--- config.mk ---
export PLATFORM = sky130hd
export DESIGN_NAME = regfile_write_ctrl_flat
export DESIGN_NICKNAME = d
export VERILOG_FILES = /design/src/rtl/regfile_write_ctrl_pkg.sv /design/src/rtl/regfile_write_ctrl_if.sv /design/src/rtl/rr_arb2.sv /design/src/rtl/regfile_write_ctrl.sv /design/src/flat_wrapper.sv
export SDC_FILE = /design/constraint.sdc
export NUM_CORES = 1
export LEC_CHECK = 0
export ABC_CLOCK_PERIOD_IN_PS = 2100
export CELL_PAD_IN_SITES_DETAIL_PLACEMENT = 0
export CELL_PAD_IN_SITES_GLOBAL_PLACEMENT = 1
export CORE_UTILIZATION = 26
export CTS_CLUSTER_SIZE = 20
export DETAILED_ROUTE_END_ITERATION = 10
export MAX_ROUTING_LAYER = met4
export PLACE_DENSITY_LB_ADDON = 0.1
export SYNTH_ARGS = -nofsm -noshare
export SYNTH_HDL_FRONTEND = slang
export SYNTH_HIERARCHICAL = 1
export SYNTH_SLANG_ARGS = --single-unit
export TNS_END_PERCENT = 1
--- constraint.sdc ---
create_clock -name iClk -period 2.1 [get_ports iClk]
set_clock_uncertainty 0.15 [all_clocks]
set_input_delay 0.525 -clock iClk [delete_from_list [all_inputs] [get_ports iClk]]
set_output_delay 0.525 -clock iClk [all_outputs]
set_load 0.005 [all_outputs]
--- src/rtl/regfile_write_ctrl_pkg.sv ---
// Shared definitions for the register-file write controller: FSM encoding and source indices.
// Latency: n/a (types and constants only).
// Backpressure: n/a.
package regfile_write_ctrl_pkg;

  typedef enum logic {
    ST_CLEAR = 1'b0,
    ST_RUN   = 1'b1
  } state_t;

  localparam int SRC0 = 0;
  localparam int SRC1 = 1;

endpackage

--- src/rtl/regfile_write_ctrl_if.sv ---
// Bundles both write-request sources and the RAM write port of regfile_write_ctrl.
// Latency: n/a (wiring only).
// Backpressure: oWrReady0/oWrReady1 qualify iWrValid0/iWrValid1 (valid/ready handshake).
// Ports: iWr{Valid,Addr,Data}{0,1} requests, oWrReady{0,1} accepts,
//        oRamEn/oRamWe/oRamAddr/oRamData RAM write port, oInitDone contents-valid flag.
// master = requester/RAM side, slave = controller side.
interface regfile_write_ctrl_if #(
  parameter int DATA_WIDTH = 32,
  parameter int ADDR_WIDTH = 5
);
  logic                  iWrValid0;
  logic [ADDR_WIDTH-1:0] iWrAddr0;
  logic [DATA_WIDTH-1:0] iWrData0;
  logic                  oWrReady0;
  logic                  iWrValid1;
  logic [ADDR_WIDTH-1:0] iWrAddr1;
  logic [DATA_WIDTH-1:0] iWrData1;
  logic                  oWrReady1;
  logic                  oRamEn;
  logic                  oRamWe;
  logic [ADDR_WIDTH-1:0] oRamAddr;
  logic [DATA_WIDTH-1:0] oRamData;
  logic                  oInitDone;

  modport master (
    output iWrValid0, iWrAddr0, iWrData0, iWrValid1, iWrAddr1, iWrData1,
    input  oWrReady0, oWrReady1, oRamEn, oRamWe, oRamAddr, oRamData, oInitDone
  );

  modport slave (
    input  iWrValid0, iWrAddr0, iWrData0, iWrValid1, iWrAddr1, iWrData1,
    output oWrReady0, oWrReady1, oRamEn, oRamWe, oRamAddr, oRamData, oInitDone
  );
endinterface

--- src/rtl/rr_arb2.sv ---
// Two-input round-robin arbiter; one-hot grant, pointer remembers the last granted source.
// Latency: grant is combinational from iValid and the pointer; pointer updates on the granting edge.
// Backpressure: a grant is a transfer, so the pointer only moves when a source is accepted.
// Ports: iClk, iRst (async, active-high), iValid[1:0] request vector, oGrant[1:0] one-hot grant.
module rr_arb2
  import regfile_write_ctrl_pkg::*;
(
  input  logic       iClk,
  input  logic       iRst,
  input  logic [1:0] iValid,
  output logic [1:0] oGrant
);

  // Source granted most recently. Reset value SRC1 makes source 0 win the first tie.
  logic lastGnt;

  always_comb begin
    oGrant = 2'b00;
    case (iValid)
      2'b01:   oGrant = 2'b01;
      2'b10:   oGrant = 2'b10;
      2'b11:   oGrant = (lastGnt == 1'(SRC0)) ? 2'b10 : 2'b01;
      default: oGrant = 2'b00;
    endcase
  end

  always_ff @(posedge iClk or posedge iRst) begin
    if (iRst) begin
      lastGnt <= 1'(SRC1);
    end else if (oGrant[SRC1]) begin
      lastGnt <= 1'(SRC1);
    end else if (oGrant[SRC0]) begin
      lastGnt <= 1'(SRC0);
    end
  end

endmodule

--- src/rtl/regfile_write_ctrl.sv ---
// Arbitrates two write sources onto one RAM write port; optional power-up clear (macro REGFILE_CLEAR_EN).
// Latency: 1 cycle from accepted request to registered RAM strobe; one write per cycle.
// Backpressure: readies are combinational from valids + round-robin pointer, held low during clear and reset.
// Ports: iClk, iRst (async, active-high), bus (regfile_write_ctrl_if.slave: requests, readies, RAM port, oInitDone).
module regfile_write_ctrl
  import regfile_write_ctrl_pkg::*;
#(
  parameter int DATA_WIDTH = 32,
  parameter int ADDR_WIDTH = 5,
  parameter int ZERO_REG   = 1
) (
  input  logic                 iClk,
  input  logic                 iRst,
  regfile_write_ctrl_if.slave  bus
);

  logic                  runMode;
  logic                  clearStep;
  logic [ADDR_WIDTH-1:0] clearAddr;
  logic [1:0]            reqValid;
  logic [1:0]            grant;
  logic [ADDR_WIDTH-1:0] selAddr;
  logic [DATA_WIDTH-1:0] selData;
  logic                  selWrite;
  logic                  ramEn;
  logic [ADDR_WIDTH-1:0] ramAddr;
  logic [DATA_WIDTH-1:0] ramData;

`ifdef REGFILE_CLEAR_EN
  state_t              state;
  state_t              stateNext;
  // One extra bit: the top bit marks "last address already issued", which
  // gives exactly 2**ADDR_WIDTH clear strobes before switching to RUN.
  logic [ADDR_WIDTH:0] clrCnt;

  always_ff @(posedge iClk or posedge iRst) begin
    if (iRst) begin
      state <= ST_CLEAR;
    end else begin
      state <= stateNext;
    end
  end

  always_comb begin
    stateNext = state;
    case (state)
      ST_CLEAR: if (clrCnt[ADDR_WIDTH]) stateNext = ST_RUN;
      ST_RUN:   stateNext = ST_RUN;
    endcase
  end

  always_ff @(posedge iClk or posedge iRst) begin
    if (iRst) begin
      clrCnt <= '0;
    end else if (state == ST_CLEAR && !clrCnt[ADDR_WIDTH]) begin
      clrCnt <= clrCnt + 1'b1;
    end
  end

  always_comb begin
    runMode   = (state == ST_RUN);
    clearStep = (state == ST_CLEAR) && !clrCnt[ADDR_WIDTH];
    clearAddr = clrCnt[ADDR_WIDTH-1:0];
  end
`else
  assign runMode   = 1'b1;
  assign clearStep = 1'b0;
  assign clearAddr = '0;
`endif

  // Readies are forced low while reset is asserted, not only after the next edge.
  assign reqValid = {bus.iWrValid1, bus.iWrValid0} & {2{runMode & ~iRst}};

  rr_arb2 u_arb (
    .iClk   (iClk),
    .iRst   (iRst),
    .iValid (reqValid),
    .oGrant (grant)
  );

  assign bus.oWrReady0 = grant[SRC0];
  assign bus.oWrReady1 = grant[SRC1];

  assign selAddr  = grant[SRC1] ? bus.iWrAddr1 : bus.iWrAddr0;
  assign selData  = grant[SRC1] ? bus.iWrData1 : bus.iWrData0;
  // Writes to register 0 are acknowledged but never reach the RAM.
  assign selWrite = (|grant) && !((ZERO_REG != 0) && (selAddr == '0));

  always_ff @(posedge iClk or posedge iRst) begin
    if (iRst) begin
      ramEn   <= 1'b0;
      ramAddr <= '0;
      ramData <= '0;
    end else if (clearStep) begin
      ramEn   <= 1'b1;
      ramAddr <= clearAddr;
      ramData <= '0;
    end else begin
      ramEn <= selWrite;
      if (selWrite) begin
        ramAddr <= selAddr;
        ramData <= selData;
      end
    end
  end

  assign bus.oRamEn    = ramEn;
  assign bus.oRamWe    = ramEn;
  assign bus.oRamAddr  = ramAddr;
  assign bus.oRamData  = ramData;
  assign bus.oInitDone = runMode;

endmodule

--- src/flat_wrapper.sv ---
// flat-port wrapper written by rule: the top's interface ports become plain ports
module regfile_write_ctrl_flat import regfile_write_ctrl_pkg::*;
#(
  parameter int DATA_WIDTH = 32,
  parameter int ADDR_WIDTH = 5,
  parameter int ZERO_REG   = 1
)
  (iClk, iRst, bus_iWrValid0, bus_iWrAddr0, bus_iWrData0, bus_iWrValid1, bus_iWrAddr1, bus_iWrData1, bus_oWrReady0, bus_oWrReady1, bus_oRamEn, bus_oRamWe, bus_oRamAddr, bus_oRamData, bus_oInitDone);
  regfile_write_ctrl_if #(.DATA_WIDTH(DATA_WIDTH), .ADDR_WIDTH(ADDR_WIDTH)) bus_i ();
  input  logic iClk;
  input  logic iRst;
  input wire logic [$bits(bus_i.iWrValid0)-1:0] bus_iWrValid0;
  input wire logic [$bits(bus_i.iWrAddr0)-1:0] bus_iWrAddr0;
  input wire logic [$bits(bus_i.iWrData0)-1:0] bus_iWrData0;
  input wire logic [$bits(bus_i.iWrValid1)-1:0] bus_iWrValid1;
  input wire logic [$bits(bus_i.iWrAddr1)-1:0] bus_iWrAddr1;
  input wire logic [$bits(bus_i.iWrData1)-1:0] bus_iWrData1;
  output wire logic [$bits(bus_i.oWrReady0)-1:0] bus_oWrReady0;
  output wire logic [$bits(bus_i.oWrReady1)-1:0] bus_oWrReady1;
  output wire logic [$bits(bus_i.oRamEn)-1:0] bus_oRamEn;
  output wire logic [$bits(bus_i.oRamWe)-1:0] bus_oRamWe;
  output wire logic [$bits(bus_i.oRamAddr)-1:0] bus_oRamAddr;
  output wire logic [$bits(bus_i.oRamData)-1:0] bus_oRamData;
  output wire logic [$bits(bus_i.oInitDone)-1:0] bus_oInitDone;
  assign bus_i.iWrValid0 = bus_iWrValid0;
  assign bus_i.iWrAddr0 = bus_iWrAddr0;
  assign bus_i.iWrData0 = bus_iWrData0;
  assign bus_i.iWrValid1 = bus_iWrValid1;
  assign bus_i.iWrAddr1 = bus_iWrAddr1;
  assign bus_i.iWrData1 = bus_iWrData1;
  assign bus_oWrReady0 = bus_i.oWrReady0;
  assign bus_oWrReady1 = bus_i.oWrReady1;
  assign bus_oRamEn = bus_i.oRamEn;
  assign bus_oRamWe = bus_i.oRamWe;
  assign bus_oRamAddr = bus_i.oRamAddr;
  assign bus_oRamData = bus_i.oRamData;
  assign bus_oInitDone = bus_i.oInitDone;
  regfile_write_ctrl #(.DATA_WIDTH(DATA_WIDTH), .ADDR_WIDTH(ADDR_WIDTH), .ZERO_REG(ZERO_REG)) u_core (.iClk(iClk), .iRst(iRst), .bus(bus_i));
endmodule
==> reports/summary.txt <==
Metal-1 WL -> 2410 um
Largest net degree at the start of global routing -> 39
CTS max path bufs -> 2
Max VDD drop -> 0.000230 V
Wirelength per Cell -> 13.7 um
Post-synthesis cell area -> 2070 um^2
Die Y-Extent -> 91.2 um
Final Worst Setup Slack -> -0.221 ns
Final setup TNS -> -7.33 ns
Max cap viols -> 0
CP Data Required Time -> 2.12 ns
Met2 routed WL -> 2560 um
GR Overflow Total -> 0
Share of cells above drive strength 1 -> 42.4%
Min-Delay Path Class -> in2async
FF-to-FF End -> u_core/bus.oRamData[4]$_DFFE_PP0P_
First-pass GRT wire length -> 8780 um
R2R setup slack -> -0.19 ns
PD cells -> 644 nW/um^2
Core area -> 7730 um^2
Routed wl met3 -> 349 um
Initial cell density of the core -> 26.8%
Htree depth -> 2
Worst reg2reg startpoint -> u_core/u_arb/lastGnt$_DFFE_PP1P_
P_leak -> 1.66 nW
Arrival @ worst endpoint -> 2.34 ns
Sequential share of the synthesized area -> 47.2%
Final Slew Violations -> 0
Final hold viol count -> 0
Reg2Reg Depth -> 8
Vias in the first global route -> 1784
Iter 0 DRT Violations -> 16
Die W -> 91.2 um
Worst-Skew Late Latency -> 0.28 ns
CP max FO -> 5
CTS Hold Bufs -> 0
RSZ-0062 raised after global routing -> yes
Fmax -> 0.431 GHz
Outcome -> complete, but fails checks
Mapped Nets -> 218
Commonest non-fill, non-tap cell in the layout -> clkdlybuf4s50_1
Initial antenna violation count -> 0
DRT Pass-1 Iters -> 6
Setup-failing EPs final -> 36
Yosys cell types -> 23
Final #Nets -> 367
CTS Sinks -> 39
Period minus WS final -> 2.32 ns
DRC Markers -> 0
WL final -> 5380 um
Total number of vias -> 1674
Failing checks -> setup timing
Mapped Cells -> 140
Synth top area cells -> dfrtp_1 46%, mux2_2 23%, mux2_4 20%, buf_6 1.6%, dfstp_2 1.3%
CTS Buf Count -> 5
# diodes -> 0
Fin crit share -> 111%
Synth warn -> 6
DP Wirelength -> 3710 um
Synth Register Bits -> 39
GRT Total Usage -> 14.0%
IO Count -> 120
Place WS -> -0.856 ns
Synthesized area per cell -> 14.8 um^2
Endpoint type of the worst setup path -> flip-flop
Share of the synthesized area in the top cell type -> 46.0%
Buffers on Ports -> 118
Gpl congestion -> 0.713
Leading area contributor after synthesis -> dfrtp_1
Die area -> 8320 um^2
Most frequent cells in the layout -> 107 x clkdlybuf4s50_1, 42 x mux2_2, 38 x dfrtp_1, 28 x mux2_4, 18 x buf_4
Post-route ant nets -> 0
Reg clk slew, reported paths -> 0.07 ns
Startpoint Class -> primary input
Top Layer Used -> met4
Critical path class -> in2reg
Vias per cell -> 4.27
Root Buffer -> clkbuf_8
Area growth, synth to finish -> 87.2%
Row count -> 32
CTS tree -> yes
-- state kept, by name, indices dropped and copies added (netlist names) --
signal / count
u_core/bus.oRamData: 32
u_core/bus.oRamEn: 1
u_core/bus.oRamAddr: 5
u_core/u_arb/lastGnt: 1
-- per-stage QoR --
stage / instance area (um^2) / power [mW] / util [%] / hold WS, ns / std cells
3_3_place_gp: 3490 / 1.92 / 45.2 / 0.338 / 368
3_5_place_dp: 3490 / 1.92 / 45.2 / 0.342 / 368
6_report: 3870 / 2.49 / 50.1 / 0.213 / 392
5_1_grt: 3870 / 2.64 / 50.1 / 0.215 / 392
4_1_cts: 3870 / 2.54 / 50.0 / 0.198 / 392
2_1_floorplan: 2100 / 1.38 / - / 0.265 / 140
-- cell families after synthesis --
group,share of synthesized area [%]
buffers and inverters,3.81
AND/OR/NAND/NOR,2.18
AO/OA/AOI/OAI,2.90
multiplexers,43.7
other,0.181
flip-flops,47.2
-- power breakdown --
| group | internal [mW] | total, mW | switching, mW |
|---|---|---|---|
| Combinational | 0.747 | 1.02 | 0.277 |
| Clock | 0.233 | 0.483 | 0.250 |
| Sequential | 0.906 | 0.987 | 0.0815 |
| Total | 1.89 | 2.49 | 0.609 |
-- how the worst max path moves through the flow --
stage,end,slack [ns],startpoint
after floorplan,u_core/bus.oRamData[12]$_DFFE_PP0P_,-0.34,bus_iWrValid1
after global placement,u_core/bus.oRamData[23]$_DFFE_PP0P_,-0.82,iRst
after detailed placement,u_core/bus.oRamData[26]$_DFFE_PP0P_,-0.86,iRst
after CTS,u_core/bus.oRamData[8]$_DFFE_PP0P_,-0.20,iRst
after global routing,u_core/bus.oRamData[10]$_DFFE_PP0P_,-0.25,iRst
final,u_core/bus.oRamData[4]$_DFFE_PP0P_,-0.22,iRst
-- worst max-delay path: stages --
cell      delay [ns]
buf_8           0.11
nor2b_4         0.11
a21boi_4        0.21
or4b_4          0.49
o22ai_4         0.19
a21oi_4         0.12
buf_12          0.15
buf_12          0.13
mux2_4          0.29
-- cells in the mapped netlist (all sizes together) --
cell type  count
o221ai         1
mux2i          1
o21ai          2
dfstp          1
nor2           2
dfrtp         38
mux2          70
conb           1
inv            4
clkbuf         3
a21oi          2
or4            1
nand2          2
buf            6
a21boi         2
nor2b          2
o22ai          1
or4b           1
-- what timing repair did --
action / in CTS / in global routing
setup buffers: 12 / 0
pin swaps: 5 / 1
gates cloned: 4 / 0
setup endpoints to repair: 40 / 37
gates resized for setup: 43 / 1
hold endpoints to repair: 0 / 0
-- cell type report --
class | instances | area [um^2]
multi-input cells | 88 | 1070
flip-flops and latches | 39 | 977
clock buffers | 7 | 76.3
clock inverters | 1 | 5.00
inverters | 4 | 15.0
fillers | 715 | 3860
well taps | 102 | 128
repair buffers | 151 | 1600
-- layer usage --
layer / up-vias / track usage [%]
met3: 7 / 3.27
li1: 799 / -
met5: - / -
met2: 70 / 22.0
met1: 798 / 18.0
met4: 0 / 4.37
No activity file was read; power rests on OpenSTA's default activity.
